$ cat config.mk
export PLATFORM = sky130hd
export DESIGN_NAME = fifo_stream_writer
export DESIGN_NICKNAME = d
export VERILOG_FILES = /design/src/rtl/fifo_pkg.sv /design/src/rtl/fifo_stream_writer.sv
export SDC_FILE = /design/constraint.sdc
export NUM_CORES = 1
export LEC_CHECK = 0
export ABC_AREA = 1
export BUFFER_PORTS_ARGS = -buffer_cell sky130_fd_sc_hd__buf_2
export CAP_MARGIN = 20
export CORE_ASPECT_RATIO = 1.25
export CORE_MARGIN = 1
export CORE_UTILIZATION = 55
export CTS_BUF_LIST = sky130_fd_sc_hd__clkbuf_8 sky130_fd_sc_hd__clkbuf_16
export CTS_CLUSTER_SIZE = 8
export DETAILED_ROUTE_END_ITERATION = 8
export HOLD_SLACK_MARGIN = 0.06
export PLACE_DENSITY = 0.83
export SLEW_MARGIN = 0
export SYNTH_ARGS = -nofsm -noshare
export SYNTH_HDL_FRONTEND = slang
export SYNTH_SLANG_ARGS = --single-unit
$ cat constraint.sdc
create_clock -name wclk -period 1.6 [get_ports wclk]
set_input_delay 0.08 -clock wclk [delete_from_list [all_inputs] [get_ports wclk]]
set_output_delay 0.08 -clock wclk [all_outputs]
set_load 0.005 [all_outputs]
$ cat src/rtl/fifo_pkg.sv
// Shared definitions for the async_fifo stream writer and reader.
// Word layout is {last, cnt, data} with data in the LSBs.
package fifo_pkg;

  localparam int DEF_IN_WIDTH = 8;
  localparam int DEF_RATIO    = 4;

  function automatic int clog2(input int v);
    int r;
    int x;
    r = 0;
    x = v - 1;
    while (x > 0) begin
      r = r + 1;
      x = x >> 1;
    end
    return r;
  endfunction

  function automatic int cnt_lsb(input int iw, input int ratio);
    return iw * ratio;
  endfunction

  function automatic int last_bit(input int iw, input int ratio);
    return iw * ratio + clog2(ratio);
  endfunction

  localparam int DATA_LSB = 0;
  localparam int CNT_LSB  = cnt_lsb(DEF_IN_WIDTH, DEF_RATIO);
  localparam int LAST_BIT = last_bit(DEF_IN_WIDTH, DEF_RATIO);

endpackage

$ cat src/rtl/fifo_stream_writer.sv
// Packs a narrow byte stream into wide async_fifo words.
// One holding register decouples packing from FIFO back-pressure.
module fifo_stream_writer
  import fifo_pkg::*;
#(
  parameter int IN_WIDTH = DEF_IN_WIDTH,
  parameter int RATIO = DEF_RATIO,
  localparam int CW = clog2(RATIO),
  localparam int OUT_WIDTH = IN_WIDTH * RATIO + CW + 1
) (
  input  logic                 wclk,
  input  logic                 wrstn,
  input  logic                 s_valid,
  input  logic [IN_WIDTH-1:0]  s_data,
  input  logic                 s_last,
  output logic                 s_ready,
  output logic                 fifo_wr,
  output logic [OUT_WIDTH-1:0] fifo_din,
  input  logic                 fifo_full,
  output logic                 busy
);

  localparam int PW    = IN_WIDTH * RATIO;
  localparam int C_LSB = cnt_lsb(IN_WIDTH, RATIO);
  localparam int L_BIT = last_bit(IN_WIDTH, RATIO);

  logic [PW-1:0]        pack;
  logic [CW-1:0]        lane;
  logic [OUT_WIDTH-1:0] out_word;
  logic                 out_valid;

  logic                 acc;
  logic                 complete;
  logic [PW-1:0]        merged;
  logic [OUT_WIDTH-1:0] word_next;
  logic [CW-1:0]        lane_next;
  logic                 ov_next;

  assign s_ready  = !(out_valid && fifo_full);
  assign fifo_wr  = out_valid && !fifo_full;
  assign fifo_din = out_word;
  assign acc      = s_valid && s_ready;
  assign complete = acc &&
                    ((lane == CW'(RATIO - 1)) || s_last);

  // Merge the current beat into its lane; lanes above it read as zero.
  always_comb begin
    merged = '0;
    for (int i = 0; i < RATIO; i++) begin
      if (CW'(i) < lane)
        merged[i*IN_WIDTH +: IN_WIDTH] = pack[i*IN_WIDTH +: IN_WIDTH];
      else if (CW'(i) == lane)
        merged[i*IN_WIDTH +: IN_WIDTH] = s_data;
    end
  end

  // Next-state values for the word, lane and holding flag.
  always_comb begin
    word_next = '0;
    word_next[PW-1:0] = merged;
    word_next[C_LSB +: CW] = lane;
    word_next[L_BIT] = s_last;
    lane_next = lane;
    if (acc)
      lane_next = complete ? '0 : lane + CW'(1);
    ov_next = out_valid;
    if (complete)
      ov_next = 1'b1;
    else if (fifo_wr)
      ov_next = 1'b0;
  end

  // Packing side: collect beats lane by lane.
  always_ff @(posedge wclk or negedge wrstn) begin
    if (!wrstn) begin
      pack <= '0;
      lane <= '0;
    end else if (acc) begin
      pack <= complete ? '0 : merged;
      lane <= lane_next;
    end
  end

  // Output side: hold a finished word until the FIFO takes it.
  always_ff @(posedge wclk or negedge wrstn) begin
    if (!wrstn) begin
      out_word  <= '0;
      out_valid <= 1'b0;
      busy      <= 1'b0;
    end else begin
      if (complete)
        out_word <= word_next;
      out_valid <= ov_next;
      busy      <= ov_next || (lane_next != '0);
    end
  end

endmodule

==> flow_summary.json, run 1 <==
{
  "grt_setup_unrepaired": "true",
  "cap_violations": 0,
  "synth.distinct_cells": 20,
  "htree_levels": 3,
  "highest_layer": "met4",
  "avgSynthCellArea_um2": 8.43,
  "num_antenna_cells": 0,
  "track_usage": 0.270,
  "critPathRequiredTime_ns": 1.88,
  "worst_pin_slew_ns": 0.460,
  "grt_pass1_vias": 2222,
  "drt-total-wl_um": 6470,
  "wirelength_met1_um": 2620,
  "hp-start": "s_valid",
  "crit_path_start": "lane[0]",
  "switching_share": 0.351,
  "place_inst": 435,
  "mostFrequentLayoutCell": "nand2_1",
  "hold_viol_final": 0,
  "regArea_um2": 1580,
  "finalSetupViolCount": 0,
  "cp-start-kind": "flop",
  "p_per_area_nw_per_um2": 1540,
  "status": "completed",
  "cts_buffers": 9,
  "cp.arrival_ns": 1.79,
  "fmax_ghz": 0.661,
  "wl_per_cell_um": 14.0,
  "ys_ff_latch": 63,
  "placed_cell_area_um2": 3090,
  "wl_met2_um": 3170,
  "power_frac_clock": 0.226,
  "final_area_um2": 3390,
  "skew_ns": 0.00969,
  "timing.final.max_slew_violations": 0,
  "ys_seq_area_frac": 0.567,
  "p_int_mw": 3.39,
  "dieArea_um2": 5350,
  "coreArea_um2": 4800,
  "clk_pin_slew_ns": 0.07,
  "p_leak_nw": 1.93,
  "peakVddDrop_mv": 0.833,
  "max-slew-margin-rel": 0.693,
  "syn2layout_area_growth_pct": 22.0,
  "nFillCells": 369,
  "insertion_delay_ns": 0.34,
  "fp.dieH_um": 81.5,
  "grt_pass1_wl_um": 10500,
  "start_util": 0.580,
  "instances_no_fill": 463,
  "finalSetupTns_ns": 0,
  "yosysTopAreaCell": "dfrtp_1",
  "cts_tree": "yes",
  "grt_max_degree": 64,
  "ios": 51,
  "hp-class": "in2reg",
  "antenna_found_initial": 0,
  "synth.net_count": 347,
  "syn_inst": 330,
  "first_iter_violations": 221,
  "via_count": 2381,
  "fin_crit_ns": 1.51,
  "syn_area_um2": 2780,
  "clock_path_buffers": 2,
  "gr-total-overflow": 0,
  "rows": 28,
  "switching_power_mw": 1.83,
  "crit_type": "reg2reg",
  "synth.area.top_cells": "dfrtp_1 57%, nand2_1 23%, o21ai_0 4.9%",
  "ant_nets": 0,
  "crit_fanout": 17,
  "place.gp.congestion": 0.809,
  "cts_root_buf": "clkbuf_8",
  "firstDrtPassIters": 5,
  "multi_input_area_um2": 1030,
  "ys.warnings.count": 0,
  "r2r_start": "lane[0]",
  "combPwrFrac": 0.330,
  "timing.final.crit_share": 0.945,
  "die_x_um": 65.6,
  "fin_nets": 417,
  "synth.top_cell.area_share": 0.567,
  "dpl.hpwl_um": 3930,
  "final_cell_mix": "171 x nand2_1, 63 x dfrtp_1, 50 x buf_2",
  "setup.worst_path.end_class": "flop",
  "power.share.sequential": 0.444,
  "portBuffers": 50,
  "met3_length_um": 455,
  "routed_via_density": 5.14,
  "clock_sinks": 63,
  "drive_gt1_frac": 0.213,
  "remaining_drc_errors": 0
}
routing by layer:
layer	up-vias	global-route usage
li1	1162	-
met1	1105	0.351
met4	0	0.167
met2	93	0.405
met5	-	0
met3	21	0.0653
what timing repair did:
| action | in CTS | in global routing |
|---|---|---|
| hold buffers | 10 | 0 |
| gates cloned | 1 | 0 |
| hold endpoints to repair | 72 | 0 |
| setup buffers | 0 | 3 |
| resized for setup | 0 | 11 |
| pin swaps | 1 | 1 |
| setup endpoints to repair | 35 | 39 |
cells by family (layout without fill, tap and decap cells):
kind of cell,Yosys count,in the layout,share of synthesized area
adders and majority gates,4,4,0.0180
AOI/OAI and AO/OA,39,39,0.0702
and+or+nand+nor,188,189,0.275
DFF,63,63,0.567
buffers and inverters,36,108,0.0702
Yosys cell counts, drive strengths merged:
cell,count
clkbuf,1
inv,22
buf,13
o21ai,39
ha,4
nand2,174
nor2,4
nand3,10
dfrtp,63
layout make-up:
class | instances | share of cell area
flip-flops and latches | 63 | 0.464
multi-input cells | 232 | 0.302
repair buffers | 72 | 0.137
clock buffers | 11 | 0.0446
inverters | 22 | 0.0258
well taps | 60 | 0.0221
clock inverters | 3 | 0.00369
per-stage QoR:
stage / utilization / total power [mW] / hold WS, ns / worst slack [ns]
6_report: 0.707 / 5.22 / 0.148 / 0.0880
5_1_grt: 0.707 / 5.63 / 0.175 / -0.0175
4_1_cts: 0.700 / 5.19 / 0.135 / 0.00206
3_5_place_dp: 0.644 / 3.98 / 0.117 / -0.116
3_3_place_gp: 0.644 / 3.92 / 0.113 / -0.0252
2_1_floorplan: - / 3.33 / -0.216 / 0.215
worst max-delay path, cell delays in order, from the launching register on:
cell     delay, ns
dfrtp_1       0.39
ha_1          0.28
buf_4         0.23
inv_1         0.08
nand2_2       0.12
o21ai_1       0.21
nand2_1       0.07
nand2_1       0.06
power by group through the flow:
stage	registers, mW	clock network [mW]	logic (mW)
floorplan	2.36	0	0.965
global placement	2.33	0	1.59
detailed placement	2.34	0	1.64
CTS	2.32	1.19	1.68
global route	2.38	1.28	1.98
finish	2.32	1.18	1.73
worst paths after layout:
check	to	slack (ns)	cells after the start
worst max-delay path	fifo_din[21]	0.09	7
worst min-delay path	pack[0]	0.15	3
worst max register to register	fifo_din[21]	0.09	7
worst min register to register	fifo_din[6]	0.47	2
max in group asynchronous	pack[7]	1.05	3
min in group asynchronous	out_valid	0.27	3
registers in the layout (all words and copies together), names as in the netlist:
| register | cells |
|---|---|
| fifo_din | 35 |
| pack | 24 |
| lane | 2 |
| busy | 1 |
| out_valid | 1 |
(Power assumes the default switching activity.)
==> inputs of run 2 (changes only) <==
--- a/config.mk
+++ b/config.mk
@@ -7,15 +7,14 @@
 export LEC_CHECK = 0
 export ABC_AREA = 1
 export BUFFER_PORTS_ARGS = -buffer_cell sky130_fd_sc_hd__buf_2
-export CAP_MARGIN = 20
 export CORE_ASPECT_RATIO = 1.25
 export CORE_MARGIN = 1
-export CORE_UTILIZATION = 55
+export CORE_UTILIZATION = 40
 export CTS_BUF_LIST = sky130_fd_sc_hd__clkbuf_8 sky130_fd_sc_hd__clkbuf_16
 export CTS_CLUSTER_SIZE = 8
 export DETAILED_ROUTE_END_ITERATION = 8
 export HOLD_SLACK_MARGIN = 0.06
-export PLACE_DENSITY = 0.83
+export PLACE_DENSITY = 0.65
 export SLEW_MARGIN = 0
 export SYNTH_ARGS = -nofsm -noshare
 export SYNTH_HDL_FRONTEND = slang
==> run 2 against run 1 <==
  * Fmax is 0.62% higher
  * Core utilization down 19 points
  * Clock power hardly changed
  * Critical path depth shrank 2
  * Setup slack better by 0.0094 ns
  * Via count fell by 3.6%
  * First-iteration DRC count down 1.8%
  * Global-route usage down 7.2 points
  * Sequential share of layout area shrank 0.24 points
  * Largest power group unchanged
  * Critical path type unchanged
  * Highest routed layer unchanged
==> flow_summary.json, run 2 (synthesis results as in run 1) <==
{
  "fin_nets": 416,
  "setup.worst_path.end_class": "flop",
  "fmax_ghz": 0.666,
  "antenna_found_initial": 0,
  "timing.final.max_slew_violations": 0,
  "critPathRequiredTime_ns": 1.81,
  "num_antenna_cells": 0,
  "first_iter_violations": 217,
  "die_x_um": 76.6,
  "finalSetupTns_ns": 0,
  "cts_buffers": 9,
  "clock_sinks": 63,
  "track_usage": 0.198,
  "mostFrequentLayoutCell": "nand2_1",
  "fp.dieH_um": 95.2,
  "syn2layout_area_growth_pct": 22.7,
  "wl_per_cell_um": 13.2,
  "crit_type": "reg2reg",
  "peakVddDrop_mv": 0.955,
  "htree_levels": 3,
  "met3_length_um": 224,
  "max_stage_delay_ns": 0.44,
  "dpl.hpwl_um": 4290,
  "routed_via_density": 4.69,
  "via_count": 2295,
  "worst_pin_slew_ns": 0.508,
  "cap_violations": 0,
  "cts_tree": "yes",
  "drive_gt1_frac": 0.206,
  "timing.final.crit_share": 0.939,
  "dieArea_um2": 7290,
  "gr-total-overflow": 0,
  "clock_path_buffers": 2,
  "grt_max_degree": 41,
  "total_power_mw": 5.22,
  "cp-start-kind": "flop",
  "grt_pass1_wl_um": 10800,
  "regArea_um2": 1580,
  "firstDrtPassIters": 5,
  "clk_pin_slew_ns": 0.06,
  "highest_layer": "met4",
  "status": "completed",
  "finalSetupViolCount": 0,
  "p_leak_nw": 1.92,
  "fin_crit_ns": 1.50,
  "remaining_drc_errors": 0,
  "p_per_area_nw_per_um2": 1530,
  "crit_fanout": 10,
  "insertion_delay_ns": 0.34,
  "crit_top_cell": "o21ai_0",
  "ant_nets": 0,
  "final_cell_mix": "172 x nand2_1, 63 x dfrtp_1, 50 x buf_2",
  "hold_viol_final": 0,
  "largest_reg_flops": 35,
  "portBuffers": 50,
  "max-slew-margin-rel": 0.661,
  "nFillCells": 655,
  "skew_ns": 0.00848,
  "grt_setup_unrepaired": "false",
  "critical-path-slowest-cell": "dfrtp_1",
  "cts_root_buf": "clkbuf_8",
  "multi_input_area_um2": 1020,
  "cp_cell_sequence": "inv_1 > ha_1 > buf_4 > o21ai_0 > o21ai_0",
  "place.gp.congestion": 0.820,
  "start_util": 0.418,
  "rows": 33,
  "coreArea_um2": 6650,
  "grt_pass1_vias": 2241,
  "ios": 51,
  "drt-total-wl_um": 6450,
  "cp.arrival_ns": 1.71,
  "wirelength_met1_um": 3000,
  "hp-class": "in2reg",
  "wl_met2_um": 3060
}
-- run 2: metal layers --
metal,vias up,GRT usage
li1,1153,-
met4,0,0.101
met3,12,0.0507
met1,1082,0.252
met2,48,0.315
met5,-,0
-- run 2: worst paths after layout --
path                              start  depth (start not counted)      endpoint  slack (ns)
setup / recovery                lane[0]                          5       pack[4]         0.1
hold reg to reg            fifo_din[28]                          2  fifo_din[28]        0.47
min in group asynchronous         wrstn                          3  fifo_din[12]        0.27
setup reg to reg                lane[0]                          5       pack[4]         0.1
max in group asynchronous         wrstn                          3  fifo_din[31]        0.89
hold / removal                  s_valid                          3       pack[0]        0.16
-- run 2: area by class of cell --
class,count,area share
Clock inverter,3,0.00367
Timing Repair Buffer,72,0.133
Tap cell,87,0.0319
Multi-Input combinational cell,231,0.300
Sequential cell,63,0.462
Clock buffer,11,0.0444
Inverter,22,0.0257
-- run 2: repair_timing --
action                     CTS  global route
setup buffers                0             0
hold endpoints to repair    72             0
setup endpoints to repair    0            31
hold buffers                10             0
gates resized for setup      0             4
-- run 2: through the flow --
stage	instance area (um^2)	setup slack, ns	util	cells	hold slack [ns]
2_1_floorplan	2780	0.215	-	330	-0.216
3_3_place_gp	3140	0.0472	0.472	465	0.0949
3_5_place_dp	3140	0.0287	0.472	465	0.102
4_1_cts	3400	0.0143	0.511	489	0.145
5_1_grt	3410	0.0111	0.513	489	0.151
6_report	3410	0.0974	0.513	489	0.159
-- run 2: report_power, final --
group / leakage [nW] / total (mW) / internal [mW] / switching (mW)
logic: 0.986 / 1.68 / 0.701 / 0.981
registers: 0.840 / 2.34 / 2.08 / 0.269
clock network: 0.0937 / 1.20 / 0.616 / 0.580
total: 1.92 / 5.22 / 3.39 / 1.83
-- run 2: critical path, delay by kind of cell (launching register included) --
family                   cells  cell delay [ns]
flip-flops                   1             0.44
AO/OA/AOI/OAI                2             0.39
buffers and inverters        2             0.30
adder cells (fa/ha/maj)      1             0.23
